==> src/rtl/uart_host_sequencer.sv <==
`default_nettype none
// ============================================================================
// Module  : uart_host_sequencer
// Brief   : Sends one opcode+payload command through a uart_tx, then gathers
//           the response bytes (and optional ready char) from a uart_rx.
// Revision: 1.0 - initial release
// ============================================================================
module uart_host_sequencer #(
    parameter int          PAYLOAD_BYTES  = 4,
    parameter int          MAX_RSP_BYTES  = 32,
    parameter int          TIMEOUT_CYCLES = 2_000_000,
    parameter logic [7:0]  READY_CHAR     = 8'h52,
    parameter int          LEN_W          = $clog2(PAYLOAD_BYTES + 1),
    parameter int          RSP_W          = $clog2(MAX_RSP_BYTES + 1)
) (
    input  logic                       i_clk,
    input  logic                       i_rst,
    input  logic                       i_cmd_valid,
    output logic                       o_cmd_ready,
    input  logic [7:0]                 i_cmd_opcode,
    input  logic [8*PAYLOAD_BYTES-1:0] i_cmd_payload,
    input  logic [LEN_W-1:0]           i_cmd_pay_len,
    input  logic [RSP_W-1:0]           i_cmd_rsp_len,
    input  logic                       i_cmd_wait_rdy,
    output logic                       o_tx_start,
    output logic [7:0]                 o_tx_data,
    input  logic                       i_tx_done,
    input  logic                       i_rx_valid,
    input  logic [7:0]                 i_rx_data,
    output logic                       o_rsp_valid,
    output logic [7:0]                 o_rsp_data,
    output logic                       o_rsp_last,
    output logic                       o_done,
    output logic                       o_timeout,
    output logic                       o_busy
);

    localparam int              TMO_W     = $clog2(TIMEOUT_CYCLES + 1);
    localparam logic [TMO_W-1:0] c_TMO_LAST = TMO_W'(TIMEOUT_CYCLES - 1);

    typedef enum logic [2:0] {
        S_IDLE     = 3'd0,
        S_SEND_OP  = 3'd1,
        S_SEND_PAY = 3'd2,
        S_RECV     = 3'd3,
        S_WAIT_R   = 3'd4
    } state_t;

    state_t                     state_q, state_d;
    logic                       tx_start_q, tx_start_d;
    logic [7:0]                 tx_data_q, tx_data_d;
    logic [7:0]                 opcode_q, opcode_d;
    logic [8*PAYLOAD_BYTES-1:0] payload_q, payload_d;
    logic [LEN_W-1:0]           pay_len_q, pay_len_d;
    logic [RSP_W-1:0]           rsp_len_q, rsp_len_d;
    logic                       wait_q, wait_d;
    logic [LEN_W-1:0]           pay_idx_q, pay_idx_d;
    logic [RSP_W-1:0]           rsp_cnt_q, rsp_cnt_d;
    logic [TMO_W-1:0]           tmo_q, tmo_d;
    logic                       rsp_valid_q, rsp_valid_d;
    logic [7:0]                 rsp_data_q, rsp_data_d;
    logic                       rsp_last_q, rsp_last_d;
    logic                       done_q, done_d;
    logic                       timeout_q, timeout_d;

    logic [LEN_W-1:0] w_pay_len_clamp;
    logic [RSP_W-1:0] w_rsp_len_clamp;
    logic [7:0]       w_pay_byte;
    logic             w_finish_tx;
    logic             w_rsp_complete;

    assign w_pay_len_clamp = (i_cmd_pay_len > LEN_W'(PAYLOAD_BYTES)) ? LEN_W'(PAYLOAD_BYTES) : i_cmd_pay_len;
    assign w_rsp_len_clamp = (i_cmd_rsp_len > RSP_W'(MAX_RSP_BYTES)) ? RSP_W'(MAX_RSP_BYTES) : i_cmd_rsp_len;

    always_comb begin
        w_pay_byte = 8'h00;
        for (int i = 0; i < PAYLOAD_BYTES; i++) begin
            if (pay_idx_q == LEN_W'(i)) begin
                w_pay_byte = payload_q[i*8 +: 8];
            end
        end
    end

    always_comb begin
        state_d        = state_q;
        tx_start_d     = tx_start_q;
        tx_data_d      = tx_data_q;
        opcode_d       = opcode_q;
        payload_d      = payload_q;
        pay_len_d      = pay_len_q;
        rsp_len_d      = rsp_len_q;
        wait_d         = wait_q;
        pay_idx_d      = pay_idx_q;
        rsp_cnt_d      = rsp_cnt_q;
        tmo_d          = tmo_q;
        rsp_valid_d    = 1'b0;
        rsp_data_d     = rsp_data_q;
        rsp_last_d     = 1'b0;
        done_d         = 1'b0;
        timeout_d      = 1'b0;
        w_finish_tx    = 1'b0;
        w_rsp_complete = 1'b0;

        case (state_q)
            S_IDLE: begin
                tmo_d = '0;
                if (i_cmd_valid) begin
                    opcode_d   = i_cmd_opcode;
                    payload_d  = i_cmd_payload;
                    pay_len_d  = w_pay_len_clamp;
                    rsp_len_d  = w_rsp_len_clamp;
                    wait_d     = i_cmd_wait_rdy;
                    pay_idx_d  = '0;
                    rsp_cnt_d  = '0;
                    // Opcode goes out on the very first SEND_OP cycle.
                    tx_start_d = 1'b1;
                    tx_data_d  = i_cmd_opcode;
                    state_d    = S_SEND_OP;
                end
            end

            S_SEND_OP: begin
                if (tx_start_q && i_tx_done) begin
                    tx_start_d = 1'b0;
                    if (pay_len_q != '0) begin
                        pay_idx_d = '0;
                        state_d   = S_SEND_PAY;
                    end else begin
                        w_finish_tx = 1'b1;
                    end
                end
            end

            S_SEND_PAY: begin
                // A low tx_start here is the mandatory one-cycle gap between bytes.
                if (!tx_start_q) begin
                    tx_start_d = 1'b1;
                    tx_data_d  = w_pay_byte;
                end else if (i_tx_done) begin
                    tx_start_d = 1'b0;
                    if (pay_idx_q + LEN_W'(1) == pay_len_q) begin
                        w_finish_tx = 1'b1;
                    end else begin
                        pay_idx_d = pay_idx_q + LEN_W'(1);
                    end
                end
            end

            S_RECV: begin
                if (i_rx_valid) begin
                    tmo_d       = '0;
                    rsp_valid_d = 1'b1;
                    rsp_data_d  = i_rx_data;
                    rsp_cnt_d   = rsp_cnt_q + RSP_W'(1);
                    if (rsp_cnt_q + RSP_W'(1) == rsp_len_q) begin
                        rsp_last_d     = 1'b1;
                        w_rsp_complete = 1'b1;
                    end
                end else if (tmo_q == c_TMO_LAST) begin
                    timeout_d = 1'b1;
                    tmo_d     = '0;
                    state_d   = S_IDLE;
                end else begin
                    tmo_d = tmo_q + TMO_W'(1);
                end
            end

            S_WAIT_R: begin
                if (i_rx_valid) begin
                    tmo_d = '0;
                    if (i_rx_data == READY_CHAR) begin
                        done_d  = 1'b1;
                        state_d = S_IDLE;
                    end
                end else if (tmo_q == c_TMO_LAST) begin
                    timeout_d = 1'b1;
                    tmo_d     = '0;
                    state_d   = S_IDLE;
                end else begin
                    tmo_d = tmo_q + TMO_W'(1);
                end
            end

            default: begin
                state_d    = S_IDLE;
                tx_start_d = 1'b0;
            end
        endcase

        // A byte arriving together with the final tx_done counts as response byte 1.
        if (w_finish_tx) begin
            tmo_d     = '0;
            rsp_cnt_d = '0;
            if (rsp_len_q != '0) begin
                state_d = S_RECV;
                if (i_rx_valid) begin
                    rsp_valid_d = 1'b1;
                    rsp_data_d  = i_rx_data;
                    rsp_cnt_d   = RSP_W'(1);
                    if (rsp_len_q == RSP_W'(1)) begin
                        rsp_last_d     = 1'b1;
                        w_rsp_complete = 1'b1;
                    end
                end
            end else begin
                w_rsp_complete = 1'b1;
            end
        end

        if (w_rsp_complete) begin
            tmo_d = '0;
            if (wait_q) begin
                state_d = S_WAIT_R;
            end else begin
                done_d  = 1'b1;
                state_d = S_IDLE;
            end
        end
    end

    always_ff @(posedge i_clk or posedge i_rst) begin
        if (i_rst) begin
            state_q     <= S_IDLE;
            tx_start_q  <= 1'b0;
            tx_data_q   <= 8'h00;
            opcode_q    <= 8'h00;
            payload_q   <= '0;
            pay_len_q   <= '0;
            rsp_len_q   <= '0;
            wait_q      <= 1'b0;
            pay_idx_q   <= '0;
            rsp_cnt_q   <= '0;
            tmo_q       <= '0;
            rsp_valid_q <= 1'b0;
            rsp_data_q  <= 8'h00;
            rsp_last_q  <= 1'b0;
            done_q      <= 1'b0;
            timeout_q   <= 1'b0;
        end else begin
            state_q     <= state_d;
            tx_start_q  <= tx_start_d;
            tx_data_q   <= tx_data_d;
            opcode_q    <= opcode_d;
            payload_q   <= payload_d;
            pay_len_q   <= pay_len_d;
            rsp_len_q   <= rsp_len_d;
            wait_q      <= wait_d;
            pay_idx_q   <= pay_idx_d;
            rsp_cnt_q   <= rsp_cnt_d;
            tmo_q       <= tmo_d;
            rsp_valid_q <= rsp_valid_d;
            rsp_data_q  <= rsp_data_d;
            rsp_last_q  <= rsp_last_d;
            done_q      <= done_d;
            timeout_q   <= timeout_d;
        end
    end

    assign o_cmd_ready = (state_q == S_IDLE);
    assign o_busy      = (state_q != S_IDLE);
    assign o_tx_start  = tx_start_q;
    assign o_tx_data   = tx_data_q;
    assign o_rsp_valid = rsp_valid_q;
    assign o_rsp_data  = rsp_data_q;
    assign o_rsp_last  = rsp_last_q;
    assign o_done      = done_q;
    assign o_timeout   = timeout_q;

    // The opcode is only needed at load time; kept for debug visibility.
    logic w_unused;
    assign w_unused = ^opcode_q;

endmodule
`default_nettype wire

==> config.mk <==
export PLATFORM = sky130hd
export DESIGN_NAME = uart_host_sequencer
export DESIGN_NICKNAME = d
export VERILOG_FILES = /design/src/rtl/uart_host_sequencer.sv
export SDC_FILE = /design/constraint.sdc
export NUM_CORES = 1
export LEC_CHECK = 0
export CAP_MARGIN = 20
export CORE_ASPECT_RATIO = 0.9
export CORE_UTILIZATION = 40
export CTS_CLUSTER_DIAMETER = 30
export DETAILED_ROUTE_END_ITERATION = 8
export SLEW_MARGIN = 20
export SYNTH_ARGS = -nofsm -noshare
export SYNTH_HDL_FRONTEND = slang
export SYNTH_SLANG_ARGS = --single-unit
==> constraint.sdc <==
create_clock -name i_clk -period 6.6 [get_ports i_clk]
set_clock_uncertainty 0.05 [all_clocks]
set_input_delay 1.32 -clock i_clk [delete_from_list [all_inputs] [get_ports i_clk]]
set_output_delay 1.32 -clock i_clk [all_outputs]
set_load 0.05 [all_outputs]
==> results of run 1 <==
## stage by stage
stage	worst slack, ns	hold WS (ns)	instances	power [mW]	util
floorplan	2.72	0.388	564	1.79	-
global placement	2.86	0.406	788	2.13	0.493
detailed placement	2.76	0.407	788	2.16	0.493
CTS	3.03	0.424	804	2.68	0.518
global route	2.93	0.433	804	2.84	0.518
finish	3.03	0.417	804	2.65	0.518
## per-layer routing
layer | global-route usage | vias up | share of wire
met3 | 0.0376 | 12 | 0.044
met1 | 0.260 | 1994 | 0.49
met4 | 0.0536 | 0 | 0.012
met5 | 0 | - | 0
met2 | 0.303 | 99 | 0.46
li1 | - | 2096 | -
## kinds of logic (layout without fill, tap and decap cells)
logic type,Yosys count,after routing,share of synthesized area
and+or+nand+nor,285,285,0.264
xor gates and xnor gates,19,19,0.0335
muxes,8,8,0.0181
adders and majority gates,7,7,0.0176
AOI/OAI and AO/OA,113,113,0.154
DFF,96,96,0.484
buffers and inverters,36,116,0.0292
## worst max-delay path by stage
| stage | end | slack, ns | cells past startpoint |
|---|---|---|---|
| after floorplan | o_done$_DFF_PP0_ | 2.72 | 1 |
| after global placement | state_q[2]$_DFF_PP0_ | 2.86 | 6 |
| after detailed placement | state_q[2]$_DFF_PP0_ | 2.76 | 6 |
| after CTS | o_cmd_ready | 3.03 | 2 |
| after global routing | state_q[2]$_DFF_PP0_ | 2.93 | 6 |
| final | o_cmd_ready | 3.03 | 2 |
## layout by cell type, fill, tap and decap left out, types with 3 or more instances in the layout
master	instances
sky130_fd_sc_hd__nand2_1	176
sky130_fd_sc_hd__dfrtp_1	96
sky130_fd_sc_hd__clkdlybuf4s50_1	85
sky130_fd_sc_hd__o21ai_0	50
sky130_fd_sc_hd__nor2_1	27
sky130_fd_sc_hd__nand3_1	17
sky130_fd_sc_hd__a21oi_1	13
sky130_fd_sc_hd__xor2_1	10
sky130_fd_sc_hd__xnor2_1	9
sky130_fd_sc_hd__and3b_1	9
sky130_fd_sc_hd__clkbuf_16	9
sky130_fd_sc_hd__nand3b_1	8
sky130_fd_sc_hd__and3_1	8
sky130_fd_sc_hd__inv_1	8
sky130_fd_sc_hd__mux2_2	8
sky130_fd_sc_hd__a22oi_1	8
sky130_fd_sc_hd__o211ai_1	8
sky130_fd_sc_hd__o221a_2	8
sky130_fd_sc_hd__ha_1	7
sky130_fd_sc_hd__nor3_1	6
sky130_fd_sc_hd__buf_4	5
sky130_fd_sc_hd__and2_1	4
sky130_fd_sc_hd__nor4b_1	4
sky130_fd_sc_hd__or3_1	4
sky130_fd_sc_hd__nor2b_1	4
sky130_fd_sc_hd__a22o_1	4
sky130_fd_sc_hd__nand4_1	3
sky130_fd_sc_hd__nor3b_1	3
sky130_fd_sc_hd__o31ai_1	3
sky130_fd_sc_hd__nand2b_1	3
sky130_fd_sc_hd__clkbuf_8	3
## layout make-up
cell class	count	area, um^2
clock inverters	3	25.0
flip-flops and latches	96	2400
well taps	160	200
inverters	9	35.0
multi-input cells	432	2420
fillers	1146	5820
repair buffers	91	900
clock buffers	13	270
## worst reg2reg max path, cell delays in order, from the launching register on
cell,delay (ns)
sky130_fd_sc_hd__dfrtp_1,0.53
sky130_fd_sc_hd__and3b_1,0.51
sky130_fd_sc_hd__nand2_1,0.15
sky130_fd_sc_hd__or4_1,0.54
sky130_fd_sc_hd__a211oi_1,0.48
sky130_fd_sc_hd__o22a_1,0.31
sky130_fd_sc_hd__a221o_1,0.16
## registers in the layout, summed over array words and instances (netlist names), 3 cells and up
name,count
o_rsp_data,8
o_tx_data,8
pay_idx_q,3
pay_len_q,3
payload_q,32
rsp_cnt_q,6
rsp_len_q,6
state_q,3
tmo_q,21
## power by group
group | leakage (nW) | switching, mW | internal [mW]
Sequential | 1.24 | 0.158 | 0.785
Combinational | 1.37 | 0.735 | 0.463
Clock | 0.142 | 0.224 | 0.288
Total | 2.75 | 1.12 | 1.54
==> results, run 1 <==
- The final-stage net count is 709.
- After floorplanning, the core was sized to cover 0.0121 mm^2.
- The critical path startpoint is state_q[2]$_DFF_PP0_.
- Measured in cells, the most critical reg-to-reg path has a length of 6.
- The number of rows in the core area is 38.
- The count of hold buffers inserted by post-cts repair is 0.
- The max-slew violation count was 0.
- The number of I/O port buffers is 85.
- The synthesis-stage register bit count is 96.
- The power density over the cells is 424 mW/mm^2.
- After detailed routing, the number of remaining DRC violations is 0.
- In the finished design, the share of the clock period the worst path needs comes to 0.541.
- The synthesized design spends more area on one cell type than any other, namely sky130_fd_sc_hd__dfrtp_1.
- The die height is 108 um.
- Timing would allow up to 280 MHz.
- Dividing the synthesized area by the synthesized cell count gives 8.81 um^2.
- The first-pass GRT wire length is 19400 um.
- For the worst setup path, the data required time is 5.23 ns.
- After technology mapping, the gate count stands at 564.
- Of all nets on the critical path, the largest fanout is 13.
- The clock transition at the register clock pins on the worst setup and hold paths after CTS is 0.07 ns.
- The die covers 0.0129 mm^2.
- The clock passes through at most 2 buffers.
- In this design, the stage delay of the slowest critical-path cell is 0.89 ns.
- The arrival time of data at the critical path endpoint is 2.20 ns.
- The critical path is of the reg -> out type.
- Measured against its own limit, the worst slew margin works out to 0.489.
- The detailed-route wire length is 11500 um.
- For this run, the detailed router's first-pass iteration total came to 5.
- Counting flops with a built-in enable in the synthesized netlist gives 0.
- The sequential element share of the synthesized area is 0.484.
- The remaining global-route overflow is 0.
- The ratio of cells with drive above 1 in the final layout is 0.0730.
- The share of synthesized area in the top cell type comes to 0.484.
- For hold timing, the worst endpoint is payload_q[6]$_DFFE_PP0P_.
- The total negative setup slack is 0 ns.
- The congestion estimate from routability-driven global placement came to 0.846.
- The number of endpoints with negative hold slack in the final report is 0.
- The static leakage power is 2.75 nW.
- The setup slack on the worst flop-to-flop path is 3.81 ns.
- The number of vias after detailed routing is 4201.
- The start of the worst register-to-register path is state_q[2]$_DFF_PP0_.
- The number of setup violations in the final report is 0.
- 86 I/O pins were placed.
- In the post-synthesis netlist, the biggest area contributors are sky130_fd_sc_hd__dfrtp_1, sky130_fd_sc_hd__nand2_1, sky130_fd_sc_hd__o21ai_0.
- The average wire per standard cell is 14.3 um.
- The buffer count from post-CTS setup fixing is 0.
- The placed instances occupy a cell area of 0.00596 mm^2.
- The number of H-tree branching levels is 3.
- The worst setup path is launched from a flip-flop.
- The commonest cells after synthesis are sky130_fd_sc_hd__nand2_1, sky130_fd_sc_hd__dfrtp_1, sky130_fd_sc_hd__o21ai_0, sky130_fd_sc_hd__nor2_1, sky130_fd_sc_hd__clkbuf_1.
- The final critical-path required period is 3.57 ns.
- The max-capacitance violation count is 0.
- The number of nets handed over by synthesis was 634.
- The most common cell in the synthesized netlist is sky130_fd_sc_hd__nand2_1.
- Entering global routing, the biggest net connects 83 pins.
- Using the TritonRoute via totals, the vias-per-cell ratio works out to 5.23.
- The global routing usage summed across all routing layers is 0.190.
- The number of antenna violations at the first check in global routing is 0.
- The clock tree root buffer cell is sky130_fd_sc_hd__clkbuf_16.
- TritonCTS built the clock tree.
- The endpoint identified for the worst register-to-register timing path is state_q[2]$_DFF_PP0_.
- The cell with the biggest individual delay on the critical path is sky130_fd_sc_hd__clkdlybuf4s50_1.
- The post-layout instance area is 0.00626 mm^2.
- The primary flip-flop cell chosen by synthesis mapping is sky130_fd_sc_hd__dfrtp_1.
- The run finished with clean final reports.
- The number of clock sinks seen by CTS is 96.
- The count of antenna-violating nets left after detailed routing is 0.
- The family of cells with the greatest summed delay on the critical path is buffers and inverters.
- The CTS buffer count is 9.
- The critical path goes through nor3_1, clkdlybuf4s50_1.
- The sum of net half-perimeters after detailed placement is 8020 um.
- For the pin with the worst max-slew slack, the measured transition is 0.759 ns.
- At the later pin of the worst-skew pair, clock insertion delay measures 0.34 ns.
- The post-cts sizing count is 0.
- Counting instances, the worst hold path has a depth of 2.
- From left edge to right edge, the die measures 119 um.
- The share of flip-flops with an asynchronous set or reset after synthesis is 1.00.
- In this run, the number of DRC markers left after iteration 0 of detailed routing was 273.
- The class of the tightest hold or removal check is reg -> reg.
- IR analysis of the VDD net gives a maximum drop of 0.145 mV.
- Setup repair after global routing left no endpoint under its margin.
- The post-synth design cell area is 0.00497 mm^2.
- The via count of the first global-routing pass is 4059.
- The post-synthesis to final-layout area growth is 26.0%.
- For this run, the number of Yosys warnings is 0.
- The initial utilization of the core area, before any placement, comes to 0.411.
- The startpoint of the tightest hold check path is payload_q[6]$_DFFE_PP0P_.
- The netlist uses 55 different library cells.
- STA classifies the critical path endpoint as an output pin.
- The total buffers and inverters traversed by the critical path is 1.
- The antenna diode instance count is 0.
No activity file was read; power rests on OpenSTA's default activity.
==> run 2, diff against run 1 <==
==> constraint.sdc (replaced) <==
create_clock -name i_clk -period 3.6 [get_ports i_clk]
set_clock_uncertainty 0.05 [all_clocks]
set_input_delay 0.72 -clock i_clk [delete_from_list [all_inputs] [get_ports i_clk]]
set_output_delay 0.72 -clock i_clk [all_outputs]
set_load 0.05 [all_outputs]
==> run 2 against run 1 <==
Net effect:
- die area unchanged
- cell area increased by 0.80%
- total power grew 88%
- routed wire length grew 1.1%
- sequential share of layout area down 0.30 points
- first-iteration DRC count up 7.7%
- combinational power increased by 84%
- register-to-register slack lost 3.0 ns
==> results, run 2 (synthesis gave the netlist of run 1 again) <==
- The worst hold slack after final layout is 0.424 ns (was 0.417 ns).
- The cell area after placement was 0.00599 mm^2 (was 0.00596 mm^2).
- The cell with the biggest individual delay on the critical path is sky130_fd_sc_hd__clkdlybuf4s50_1 (unchanged).
- The worst hold endpoint is payload_q[0]$_DFFE_PP0P_ (was payload_q[6]$_DFFE_PP0P_).
- The class of the tightest hold or removal check was reg -> reg (unchanged).
- The number of rows in the core area is 38 (unchanged).
- The max-capacitance violation count is 0 (unchanged).
- The number of flip-flops under the largest register name was 32 (unchanged).
- The portion of total power attributed to sequential cells is 0.347 (was 0.356).
- The total net switching power is 2.06 mW (was 1.12 mW).
- The critical path start-end classification was reg -> out (unchanged).
- The CTS tree is yes (unchanged).
- The CTS buffer count came to 9 (unchanged).
- The clock tree root buffer cell is sky130_fd_sc_hd__clkbuf_16 (unchanged).
- The final critical-path required period is 2.97 ns.
- The number of H-tree branching levels is 3 (unchanged).
- The number of clock sinks seen by CTS was 96 (unchanged).
- The full die area is 0.0129 mm^2 (unchanged).
- The number of endpoints with negative hold slack in the final report is 0 (unchanged).
- The number of cells traversed by the worst register-to-register path is 6 (unchanged).
- The net switching fraction of the power was 0.413 (was 0.421).
- The antenna diode instance count was 0 (unchanged).
- The normalized max-slew margin was 0.414 (was 0.489).
- The endpoint of the most critical register-to-register path is state_q[2]$_DFF_PP0_ (unchanged).
- The final-stage net count was 711 (was 709).
- The number of I/O port buffers is 85 (unchanged).
- The cell depth of the worst hold path is 2 (unchanged).
- The post-synthesis to final-layout area growth is 27.0% (was 26.0%).
- The number of iterations in the first detailed-routing pass came to 4 (was 5).
- The largest register by flop count is payload_q (unchanged).
- The max-slew violation count came to 0 (unchanged).
- The number of design rule violations left after detail routing is 0 (unchanged).
- The cell internal power dissipation is 2.92 mW (was 1.54 mW).
- Regs by FF count: payload_q (32), tmo_q (21) (unchanged).
- The ratio of cells with drive above 1 in the final layout is 0.0759 (was 0.0730).
- The starting density of the core is 0.411 (unchanged).
- The post-layout instance area is 0.00631 mm^2 (was 0.00626 mm^2).
- The clock latency on the worst-skew pair is 0.35 ns (was 0.34 ns).
- The violation count after the first detailed-route iteration is 294 (was 273).
- The via count of the first global-routing pass is 4008 (was 4059).
- The area inside the core boundary is 0.0121 mm^2 (unchanged).
- The largest net degree at the start of global routing is 68 (was 83).
- The setup slack after placement is 0.708 ns (was 2.76 ns).
- Run status: finished clean (unchanged).
- The buffer count from post-CTS setup fixing is 0 (unchanged).
- The static leakage power is 2.78 nW (was 2.75 nW).
- Dividing the final minimum period by the clock period gives 0.825.
- The setup slack on the worst flop-to-flop path came to 0.83 ns (was 3.81 ns).
- The area taken by multi-input logic gates was 0.00242 mm^2 (unchanged).
- The die width is 119 um (unchanged).
- The worst-case clock buffer depth is 2 (unchanged).
- The remaining global-route overflow is 0 (unchanged).
- The die height was 108 um (unchanged).
- The number of vias after detailed routing is 4198 (was 4201).
- The peak fanout along the critical path is 14 (was 13).
- Timing would allow up to 337 MHz.
- The top-level port count was 86 (unchanged).
- The power density over the cells is 789 mW/mm^2 (was 424 mW/mm^2).
- The count of antenna-violating nets left after detailed routing was 0 (unchanged).
- The routability congestion estimate came to 0.831 (was 0.846).
- The data required time of the critical path is 2.83 ns (was 5.23 ns).
- The arrival time of data at the critical path endpoint is 2.20 ns (about the same).
- The critical path capture point type was an output pin (unchanged).
- The average wire per standard cell is 14.5 um (was 14.3 um).
- The total negative setup slack is 0 ns (unchanged).
- Setup repair after global routing missed its margin: false (unchanged).
- The number of antenna violations at the first check in global routing is 0 (unchanged).
- Most used cells in the layout excluding fill and tap cells: sky130_fd_sc_hd__nand2_1, sky130_fd_sc_hd__dfrtp_1, sky130_fd_sc_hd__clkdlybuf4s50_1 (unchanged).
- The detailed-route wire length came to 11700 um (was 11500 um).
- The share of power burned in combinational logic is 0.445 (was 0.451).
- The commonest non-fill, non-tap cell in the layout is sky130_fd_sc_hd__nand2_1 (unchanged).
- The post-cts sizing count is 0 (unchanged).
- The start of the worst register-to-register path is state_q[0]$_DFF_PP0_ (was state_q[2]$_DFF_PP0_).
- The largest stage delay on the critical path is 0.88 ns (was 0.89 ns).
- Cells along the critical path: nor3_1, clkdlybuf4s50_1 (unchanged).
- The startpoint of the tightest hold check path is payload_q[0]$_DFFE_PP0P_ (was payload_q[6]$_DFFE_PP0P_).
- The number of fill cells is 1153 (was 1146).
- The largest vdd supply drop is 0.292 mV (was 0.145 mV).
- The share of total power in the clock network is 0.208 (was 0.193).
- The minimum setup slack in the final design is 0.630 ns (was 3.03 ns).
- The via density per instance came to 5.21 (was 5.23).
- The area occupied by registers was 0.00240 mm^2 (unchanged).
- The kind of start point of the critical path is a flip-flop (unchanged).
- The first-pass GRT wire length is 19500 um (was 19400 um).
- The slew at the pin closest to its max-slew limit was 0.878 ns (was 0.759 ns).
- The clock transition at the register clock pins on the worst setup and hold paths after CTS is 0.06 ns (was 0.07 ns).
- The count of hold buffers inserted by post-cts repair is 0 (unchanged).
- The number of setup violations in the final report came to 0 (unchanged).
- The core occupancy in the finished layout came to 0.522 (was 0.518).
- The sum of net half-perimeters after detailed placement was 8220 um (was 8020 um).
- The global routing usage summed across all routing layers is 0.196 (was 0.190).
run 2: cell types whose count changed in the layout (fill, tap and decap cells not counted):
| cell | change |
|---|---|
| sky130_fd_sc_hd__buf_12 | +1 |
| sky130_fd_sc_hd__buf_4 | +2 |
| sky130_fd_sc_hd__buf_6 | -1 |
| sky130_fd_sc_hd__bufinv_16 | +2 |
| sky130_fd_sc_hd__clkbuf_8 | -2 |
| sky130_fd_sc_hd__clkinv_2 | +2 |
| sky130_fd_sc_hd__clkinv_4 | -2 |
| sky130_fd_sc_hd__clkinvlp_4 | -1 |
| sky130_fd_sc_hd__inv_6 | +1 |
run 2: cell type report:
cell class,instances,area share
timing repair buffer,93,0.146
sequential,96,0.381
inverter,9,0.00555
tap,160,0.0317
clock buffer,11,0.0385
clock inverter,5,0.0125
multi-input combinational,432,0.384
run 2: how the worst max path moves through the flow:
stage,startpoint,endpoint,slack [ns]
floorplan,i_rst,o_done$_DFF_PP0_,0.32
global placement,i_rx_valid,state_q[2]$_DFF_PP0_,0.77
detailed placement,i_rx_valid,state_q[2]$_DFF_PP0_,0.71
CTS,state_q[0]$_DFF_PP0_,o_cmd_ready,0.61
global route,state_q[0]$_DFF_PP0_,o_cmd_ready,0.54
finish,state_q[0]$_DFF_PP0_,o_cmd_ready,0.63
run 2: power groups by stage:
| stage | Clock [mW] | Sequential, mW | Combinational [mW] |
|---|---|---|---|
| after CTS | 1.07 | 1.73 | 2.24 |
| final | 1.04 | 1.73 | 2.21 |
| after detailed placement | 0 | 1.75 | 2.22 |
| after global routing | 1.11 | 1.78 | 2.45 |
| after floorplan | 0 | 2.01 | 1.27 |
| after global placement | 0 | 1.73 | 2.19 |
run 2: critical path, delay by kind of cell, from the launching register on:
kind | cells | cell delay [ns]
flops | 1 | 0.52
buf+inv | 1 | 0.88
simple gates | 1 | 0.45
run 2: per-stage QoR:
| stage | power (mW) | std cells |
|---|---|---|
| CTS | 5.04 | 806 |
| finish | 4.98 | 806 |
| floorplan | 3.28 | 564 |
| detailed placement | 3.97 | 790 |
| global route | 5.33 | 806 |
| global placement | 3.92 | 790 |
run 2: routing by layer:
layer,track usage,up-vias,wire length [um]
met1,0.270,1985,5650
met5,0,-,0
li1,-,2106,-
met3,0.0498,10,539
met4,0.0714,0,168
met2,0.295,97,5310
==> run 3, diff against run 2 <==
==> constraint.sdc (replaced) <==
create_clock -name i_clk -period 2.8 [get_ports i_clk]
set_clock_uncertainty 0.05 [all_clocks]
set_input_delay 0.56 -clock i_clk [delete_from_list [all_inputs] [get_ports i_clk]]
set_output_delay 0.56 -clock i_clk [all_outputs]
set_load 0.05 [all_outputs]
==> run 3 against run 2 <==
Net effect:
- combinational power rose by 31%
- global-route usage fell by 0.47 points
- register-to-register slack got worse by 0.72 ns
- cell area rose by 0.99%
- via count rose by 1.1%
- largest cell class unchanged
- die area did not move
- critical path type is now reg -> reg
- worst setup slack got worse by 0.52 ns
- highest routed layer unchanged
==> results, run 3 (synthesis gave the netlist of run 1 again) <==
- The net switching fraction of the power is 0.419 (was 0.413).
- The normalized max-slew margin came to 0.582 (was 0.414).
- The slew at the pin closest to its max-slew limit came to 0.623 ns (was 0.878 ns).
- The violation count after the first detailed-route iteration is 278 (was 294).
- Regs by FF count: payload_q (32), tmo_q (21) (unchanged).
- The CTS buffer count is 9 (unchanged).
- The clock tree root buffer cell is sky130_fd_sc_hd__clkbuf_16 (unchanged).
- The worst-case clock buffer depth is 2 (unchanged).
- The largest net degree at the start of global routing came to 83 (was 68).
- The CTS tree was yes (unchanged).
- The number of H-tree branching levels is 3 (unchanged).
- The clock latency on the worst-skew pair is 0.35 ns (about the same).
- The average wire per standard cell is 14.4 um (was 14.5 um).
- The non-filler instance count after layout is 814 (was 806).
- The core occupancy in the finished layout is 0.527 (was 0.522).
- The full die area is 0.0129 mm^2 (unchanged).
- The cell with the biggest individual delay on the critical path was sky130_fd_sc_hd__a2111oi_4 (was sky130_fd_sc_hd__clkdlybuf4s50_1).
- The peak clock frequency supported by timing is 372 MHz.
- The ratio of cells with drive above 1 in the final layout was 0.0902 (was 0.0759).
- The number of design rule violations left after detail routing is 0 (unchanged).
- The routability congestion estimate is 0.841 (was 0.831).
- The static leakage power is 2.83 nW (was 2.78 nW).
- The minimum setup slack in the final design was 0.111 ns (was 0.630 ns).
- The count of hold buffers inserted by post-cts repair is 0 (unchanged).
- The clock period could shrink to 2.69 ns.
- The commonest non-fill, non-tap cell in the layout is sky130_fd_sc_hd__nand2_1 (unchanged).
- The peak fanout along the critical path was 4 (was 14).
- The cell internal power dissipation is 3.73 mW (was 2.92 mW).
- The area inside the core boundary came to 0.0121 mm^2 (unchanged).
- The share of total power in the clock network is 0.202 (was 0.208).
- The top-level port count is 86 (unchanged).
- The die width came to 119 um (unchanged).
- The number of flip-flops under the largest register name is 32 (unchanged).
- The kind of start point of the critical path was a flip-flop (unchanged).
- The arrival time of data at the critical path endpoint was 2.86 ns (was 2.20 ns).
- The final-stage net count is 719 (was 711).
- In the finished design, the share of the clock period the worst path needs comes to 0.960.
- The post-layout instance area came to 0.00637 mm^2 (was 0.00631 mm^2).
- The starting density of the core was 0.411 (unchanged).
- Cells along the critical path: ha_1, ha_1, xor2_1, nand4_1, a2111oi_4, o21ai_2, o22a_1, a221o_1 (was nor3_1, clkdlybuf4s50_1).
- The number of setup violations in the final report came to 0 (unchanged).
- The class of the tightest hold or removal check is reg -> reg (unchanged).
- The setup slack after placement is 0.135 ns (was 0.708 ns).
- The share of power burned in combinational logic came to 0.453 (was 0.445).
- The number of rows in the core area is 38 (unchanged).
- The number of iterations in the first detailed-routing pass is 5 (was 4).
- The total net switching power is 2.69 mW (was 2.06 mW).
- The sum of net half-perimeters after detailed placement is 8150 um (was 8220 um).
- The number of vias after detailed routing is 4244 (was 4198).
- The die height is 108 um (unchanged).
- The number of antenna violations at the first check in global routing is 0 (unchanged).
- The cell area after placement was 0.00605 mm^2 (was 0.00599 mm^2).
- The via density per instance is 5.21 (about the same).
- The global routing usage summed across all routing layers is 0.191 (was 0.196).
- The power density over the cells is 1010 mW/mm^2 (was 789 mW/mm^2).
- The detailed-route wire length came to 11700 um (about the same).
- The via count of the first global-routing pass is 4059 (was 4008).
- The number of I/O port buffers is 85 (unchanged).
- The total chip power is 6.42 mW (was 4.98 mW).
- The data required time of the critical path is 2.97 ns (was 2.83 ns).
- The max-slew violation count is 0 (unchanged).
- The critical path start-end classification is reg -> reg (was reg -> out).
- The number of clock sinks seen by CTS is 96 (unchanged).
- The largest register by flop count is payload_q (unchanged).
- The cell repeated most along the worst path is sky130_fd_sc_hd__ha_1.
- The first-pass GRT wire length is 19400 um (was 19500 um).
- Most used cells in the layout excluding fill and tap cells: sky130_fd_sc_hd__nand2_1, sky130_fd_sc_hd__dfrtp_1, sky130_fd_sc_hd__clkdlybuf4s50_1 (unchanged).
- The total instance count after detailed placement is 797 (was 790).
- The largest vdd supply drop is 0.427 mV (was 0.292 mV).
- The max-capacitance violation count is 0 (unchanged).
- The clock transition at the register clock pins on the worst setup and hold paths after CTS is 0.07 ns (was 0.06 ns).
- The post-synthesis to final-layout area growth is 28.2% (was 27.0%).
- Run status: finished clean (unchanged).
- The antenna diode instance count is 0 (unchanged).
- The number of endpoints with negative hold slack in the final report is 0 (unchanged).
- The count of antenna-violating nets left after detailed routing is 0 (unchanged).
- The portion of total power attributed to sequential cells came to 0.345 (was 0.347).
- The critical path capture point type is a flip-flop (was output pin).
- The largest stage delay on the critical path was 0.51 ns (was 0.88 ns).
- The remaining global-route overflow was 0 (unchanged).
==> run 3: metal layers <==
layer  wire (um)  global-route usage
met5           0                   0
met4         105              0.0500
met3         568              0.0424
met2        5260               0.294
met1        5800               0.271
==> run 3: repair_timing <==
item,in CTS,in global routing
buffers inserted,0,1
resized for setup,0,2
setup endpoints to repair,0,3
==> run 3: worst max-delay path: cells and delay by family (launching register included) <==
family / cells / cell delay, ns
compound gates: 4 / 1.22
xor+xnor: 1 / 0.16
fa+ha+maj: 2 / 0.52
flops: 1 / 0.42
simple gates: 1 / 0.19
==> run 3: power by group through the flow <==
| stage | registers [mW] | clock network (mW) | logic [mW] |
|---|---|---|---|
| finish | 2.22 | 1.30 | 2.90 |
| global route | 2.28 | 1.38 | 3.21 |
| floorplan | 2.58 | 0 | 1.64 |
| global placement | 2.23 | 0 | 2.87 |
| detailed placement | 2.24 | 0 | 2.90 |
| CTS | 2.22 | 1.34 | 2.91 |
==> run 3: area by class of cell <==
cell class                      count  area [um^2]
Fill cell                        1171         5710
Multi-Input combinational cell    432         2430
Sequential cell                    96         2400
Timing Repair Buffer              101          986
Clock buffer                       11          253
Tap cell                          160          200
Clock inverter                      5         61.3
Inverter                            9         37.5
==> run 3: path summary, 6_finish.rpt <==
check | start | endpoint | slack (ns) | cells after the start
max | pay_idx_q[0]$_DFFE_PP0P_ | state_q[2]$_DFF_PP0_ | 0.11 | 8
min | payload_q[0]$_DFFE_PP0P_ | payload_q[0]$_DFFE_PP0P_ | 0.42 | 2
max reg2reg | pay_idx_q[0]$_DFFE_PP0P_ | state_q[2]$_DFF_PP0_ | 0.11 | 8
min reg2reg | payload_q[0]$_DFFE_PP0P_ | payload_q[0]$_DFFE_PP0P_ | 0.42 | 2
max in group asynchronous | i_rst | state_q[2]$_DFF_PP0_ | 1.45 | 3
min in group asynchronous | i_rst | wait_q$_DFFE_PP0P_ | 0.50 | 2
==> run 3: metrics by stage <==
stage	hold slack, ns	TNS (ns)
finish	0.422	0
global route	0.438	-0.0103
CTS	0.424	0
detailed placement	0.405	0
global placement	0.405	0
floorplan	0.388	0
